===== config.mk =====
export PLATFORM = sky130hd
export DESIGN_NAME = cosim_to_host_serializer_flat
export DESIGN_NICKNAME = d
export VERILOG_FILES = /design/src/rtl/cosim_to_host_serializer_if.sv /design/src/rtl/cosim_to_host_serializer.sv /design/src/flat_wrapper.sv
export SDC_FILE = /design/constraint.sdc
export NUM_CORES = 1
export LEC_CHECK = 0
export ABC_AREA = 1
export CAP_MARGIN = 20
export CORE_MARGIN = 4
export CORE_UTILIZATION = 54
export CTS_CLUSTER_DIAMETER = 80
export DETAILED_ROUTE_END_ITERATION = 10
export PLACE_DENSITY_LB_ADDON = 0.12
export SLEW_MARGIN = 40
export SYNTH_ARGS = -nofsm -noshare
export SYNTH_HDL_FRONTEND = slang
export SYNTH_SLANG_ARGS = --single-unit

===== constraint.sdc =====
create_clock -name clk -period 2.4 [get_ports clk]
set_input_delay 0.48 -clock clk [delete_from_list [all_inputs] [get_ports clk]]
set_output_delay 0.48 -clock clk [all_outputs]
set_load 0.005 [all_outputs]

===== src/rtl/cosim_to_host_serializer_if.sv =====
// Handshake bundle for the to-host serializer: a message-wide ready/valid input
// channel and a byte-wide ready/valid/last output channel.
interface cosim_to_host_serializer_if #(
  parameter int TO_HOST_SIZE_BITS = 32
);

  logic                         DataInValid;
  logic                         DataInReady;
  logic [TO_HOST_SIZE_BITS-1:0] DataIn;

  logic                         ByteOutValid;
  logic                         ByteOutReady;
  logic [7:0]                   ByteOut;
  logic                         ByteOutLast;

  // Serializer side: accepts messages, produces bytes.
  modport slave (
    input  DataInValid,
    input  DataIn,
    input  ByteOutReady,
    output DataInReady,
    output ByteOutValid,
    output ByteOut,
    output ByteOutLast
  );

  // Environment side: produces messages, consumes bytes.
  modport master (
    output DataInValid,
    output DataIn,
    output ByteOutReady,
    input  DataInReady,
    input  ByteOutValid,
    input  ByteOut,
    input  ByteOutLast
  );

endinterface


===== src/rtl/cosim_to_host_serializer.sv =====
// Splits a packed to-host message into a little-endian byte stream with
// ready/valid/last framing; honours backpressure and never drops a message.
module cosim_to_host_serializer #(
  parameter int TO_HOST_SIZE_BITS = 32
) (
  input  logic                         clk,
  input  logic                         rst,
  cosim_to_host_serializer_if.slave    bus
);

  localparam int TO_HOST_SIZE_BYTES = (TO_HOST_SIZE_BITS + 7) / 8;
  localparam int CW                 = (TO_HOST_SIZE_BYTES > 1) ? $clog2(TO_HOST_SIZE_BYTES) : 1;
  localparam int MSG_W              = TO_HOST_SIZE_BYTES * 8;
  localparam logic [CW-1:0] LAST_IDX = CW'(TO_HOST_SIZE_BYTES - 1);

  typedef enum logic {
    IDLE,
    SEND
  } state_e;

  state_e            state_q, state_d;
  logic [CW-1:0]     idx_q,   idx_d;
  logic [MSG_W-1:0]  msg_q,   msg_d;

  logic              sending;
  logic              last_beat;
  logic              beat;
  logic              accept;

  assign sending   = (state_q == SEND);
  assign last_beat = sending && (idx_q == LAST_IDX);
  assign beat      = sending && bus.ByteOutReady;

  // Ready looks only at our own state and downstream ready, never at DataInValid,
  // so a new message can be taken on the same edge the last byte leaves.
  assign bus.DataInReady = !rst && (!sending || (last_beat && bus.ByteOutReady));
  assign accept          = bus.DataInValid && bus.DataInReady;

  assign bus.ByteOutValid = sending;
  assign bus.ByteOutLast  = last_beat;
  assign bus.ByteOut      = sending ? msg_q[7:0] : 8'h00;

  always_comb begin
    // NOTE: every always_comb target gets a default first so no path can infer a latch.
    state_d = state_q;
    idx_d   = idx_q;
    msg_d   = msg_q;

    if (accept) begin
      // Zero-extend so pad bits above the message width read back as 0.
      msg_d                          = '0;
      msg_d[TO_HOST_SIZE_BITS-1:0]   = bus.DataIn;
      idx_d                          = '0;
      state_d                        = SEND;
    end else if (beat) begin
      if (last_beat) begin
        state_d = IDLE;
      end else begin
        msg_d = msg_q >> 8;
        idx_d = idx_q + CW'(1);
      end
    end
  end

  always_ff @(posedge clk) begin
    // NOTE: sequential state uses non-blocking assignments only; the message
    // register is plain flops (not a RAM), so it is safe and cheap to reset.
    if (rst) begin
      state_q <= IDLE;
      idx_q   <= '0;
      msg_q   <= '0;
    end else begin
      state_q <= state_d;
      idx_q   <= idx_d;
      msg_q   <= msg_d;
    end
  end

endmodule


===== src/flat_wrapper.sv =====
// flat-port wrapper written by rule: the top's interface ports become plain ports
module cosim_to_host_serializer_flat 
#(
  parameter int TO_HOST_SIZE_BITS = 32
)
  (clk, rst, bus_DataInValid, bus_DataIn, bus_ByteOutReady, bus_DataInReady, bus_ByteOutValid, bus_ByteOut, bus_ByteOutLast);
  cosim_to_host_serializer_if #(.TO_HOST_SIZE_BITS(TO_HOST_SIZE_BITS)) bus_i ();
  input  logic clk;
  input  logic rst;
  input wire logic [$bits(bus_i.DataInValid)-1:0] bus_DataInValid;
  input wire logic [$bits(bus_i.DataIn)-1:0] bus_DataIn;
  input wire logic [$bits(bus_i.ByteOutReady)-1:0] bus_ByteOutReady;
  output wire logic [$bits(bus_i.DataInReady)-1:0] bus_DataInReady;
  output wire logic [$bits(bus_i.ByteOutValid)-1:0] bus_ByteOutValid;
  output wire logic [$bits(bus_i.ByteOut)-1:0] bus_ByteOut;
  output wire logic [$bits(bus_i.ByteOutLast)-1:0] bus_ByteOutLast;
  assign bus_i.DataInValid = bus_DataInValid;
  assign bus_i.DataIn = bus_DataIn;
  assign bus_i.ByteOutReady = bus_ByteOutReady;
  assign bus_DataInReady = bus_i.DataInReady;
  assign bus_ByteOutValid = bus_i.ByteOutValid;
  assign bus_ByteOut = bus_i.ByteOut;
  assign bus_ByteOutLast = bus_i.ByteOutLast;
  cosim_to_host_serializer #(.TO_HOST_SIZE_BITS(TO_HOST_SIZE_BITS)) u_core (.clk(clk), .rst(rst), .bus(bus_i));
endmodule

==> results.json <==
{
  "synth_cell_types": 21,
  "cpMostUsedCell": "clkdlybuf4s50_1",
  "port-buffer-count": 46,
  "power_density_nw_per_um2": 529,
  "ant_nets": 0,
  "synth_edf_count": 0,
  "async_flop_share": 0,
  "setup_tns_ns": 0,
  "syn_nets": 329,
  "tightest_slew_ns": 0.591,
  "postSynthAreaPerCell_sq_um": 7.01,
  "finalMaxSlewViolations": 0,
  "worstPathRequired_ns": 1.92,
  "nets": 363,
  "grt_pass1_vias": 1876,
  "hold_class": "flip-flop to flip-flop",
  "netlist_top_cells_count": "nand2_1, nand4_1, dfxtp_1, inv_1, nand3_1",
  "layout-area-overhead-vs-synth_pct": 26.9,
  "r2r_end": "u_core.msg_q[20]",
  "place_inst": 367,
  "insertion_delay_ns": 0.28,
  "max-cap-violations": 0,
  "die_h_um": 69.6,
  "r2r_setup_slack_ns": 0.63,
  "vdd_drop_max_mv": 0.338,
  "fmax_mhz": 431,
  "grt_pass1_wl_mm": 8.72,
  "drc_errors": 0,
  "final.setup_skew_ns": 0.00284,
  "hpwl_mm": 3.23,
  "antenna_found_initial": 0,
  "cts.clk_slew.worst_paths_ns": 0.07,
  "hp-start": "u_core.msg_q[25]",
  "r2r_cells": 7,
  "worstHoldEndpoint": "u_core.msg_q[25]",
  "hold_depth": 2,
  "netlist_instances": 292,
  "num_rows": 22,
  "first_pass_iters": 7,
  "hold_viol": 0,
  "final_layout_size_suffix_gt1_frac": 0.122,
  "status": "completed",
  "initial_core_util": 0.559,
  "synth-seq-cells": 35,
  "cpMaxStageDelayCell": "clkdlybuf4s50_1",
  "finalWeightedCongestion": 0.789,
  "synth.cell_area_sq_um": 2050,
  "routed_via_density": 5.49,
  "yosys_warnings": 0,
  "path_class": "input pin to output port",
  "rsz0062_at_grt": "no",
  "synthTopCellsByArea": "dfxtp_1, nand4_1, nand2_1",
  "finalWirelength_mm": 5.00,
  "power_w": 0.00137,
  "dieArea_sq_um": 4840,
  "yosysTopAreaCellShare": 0.343,
  "p_leak_nw": 1.15,
  "crit_path_max_fanout": 2,
  "setup_viol": 0,
  "io_pins": 47,
  "htreeDepth": 2,
  "slowest_delay_ns": 0.54,
  "yosysMostFrequentCell": "nand2_1",
  "worstPathArrival_ns": 1.84,
  "clock-sinks": 35,
  "startpoint_type": "input pin",
  "vias": 2060,
  "final-instance-count-excl-fill": 375,
  "rr_startpoint": "u_core.bus.ByteOutValid",
  "cts_buffers": 5,
  "insertedDiodeCount": 0,
  "cts_hold_buf": 0,
  "clockBufferDepth": 2,
  "end_kind": "output port",
  "post_cts_buffers": 0,
  "die_w_um": 69.6,
  "fin_crit_ns": 2.32,
  "period_share": 0.967,
  "post_cts_resize_count": 0,
  "relSlewSlack": 0.606,
  "yosysSeqAreaShare": 0.343,
  "wl_per_cell_um": 13.3,
  "yosysTopAreaCell": "dfxtp_1",
  "critical_path.startpoint": "bus_ByteOutReady",
  "root_buffer": "clkbuf_8",
  "drt-initial-drc-count": 166,
  "path_cells": "clkdlybuf4s50_1, nand2_2, a21oi_2, clkdlybuf4s50_1",
  "grt_max_degree": 60,
  "grt_use_total": 0.217,
  "coreArea_sq_um": 3660,
  "cts_tree": "yes",
  "ys.flop_type": "dfxtp_1",
  "overflow": 0
}
-- kinds of logic (layout without fill, tap and decap cells) --
logic type | count (synthesis) | after routing | share of synthesized area
simple gates | 153 | 153 | 0.396
xor+xnor | 1 | 1 | 0.00428
fa+ha+maj | 1 | 1 | 0.00612
flops | 35 | 35 | 0.343
buf+inv | 67 | 102 | 0.149
compound gates | 35 | 35 | 0.102
-- power breakdown --
group | leakage, nW | internal (W) | switching (W)
clock | 0.0515 | 0.000262 | 0.000206
combinational | 0.811 | 0.000124 | 0.000140
sequential | 0.287 | 0.000618 | 0.0000222
total | 1.15 | 0.00100 | 0.000368
-- per-stage QoR --
stage	worst slack (ns)	util	hold slack (ns)	instance area [sq um]
floorplan	0.978	-	0.451	2050
global placement	0.0649	0.682	0.464	2500
detailed placement	0.0714	0.682	0.468	2500
CTS	0.0661	0.709	0.479	2600
global route	0.0368	0.709	0.498	2600
finish	0.0785	0.709	0.475	2600
-- worst max-delay path, delay by kind of cell --
family	cells	cell delay, ns
AOI/OAI and AO/OA	1	0.21
buffers and inverters	2	1.05
and+or+nand+nor	1	0.10
-- worst max path at each step --
stage	cells after the start	endpoint	slack [ns]
3_3_place_gp	4	bus_DataInReady	0.06
6_report	4	bus_DataInReady	0.08
2_1_floorplan	3	bus_DataInReady	0.98
4_1_cts	4	bus_DataInReady	0.07
3_5_place_dp	4	bus_DataInReady	0.07
5_1_grt	4	bus_DataInReady	0.04
-- sequential cells by signal, indices dropped and copies added, names as in the netlist --
signal                   cells
u_core.msg_q                32
u_core.bus.ByteOutValid      1
u_core.idx_q                 2
-- cells in the final DEF, fill, tap and decap left out --
cell type        count
nand3_4              1
nand3_2              8
clkbuf_1             1
nand2_1             59
nor2_1               1
a21oi_2              9
clkbuf_8             7
o21ai_0              1
xor2_1               1
buf_4               10
dfxtp_1             35
nand4_1             48
buf_12               1
inv_1               35
nand2_4              1
clkdlybuf4s50_1     46
inv_2                2
ha_1                 1
nand3_1             34
a21oi_1             25
nand2_2              1
-- metal layers --
metal  wire [um]  global-route usage  vias up
li1            -                   -     1056
met1        2140               0.277      951
met2        2570               0.362       45
met3         203              0.0391        8
met4          87              0.0824        0
met5           0                   0        -
-- final cells by class --
type | count | area [sq um]
Tap cell | 48 | 60.1
Sequential cell | 35 | 701
Clock buffer | 8 | 100
Fill cell | 332 | 1060
Multi-Input combinational cell | 190 | 1040
Inverter | 37 | 139
Timing Repair Buffer | 57 | 556
Power figures use the tool's default switching activity.
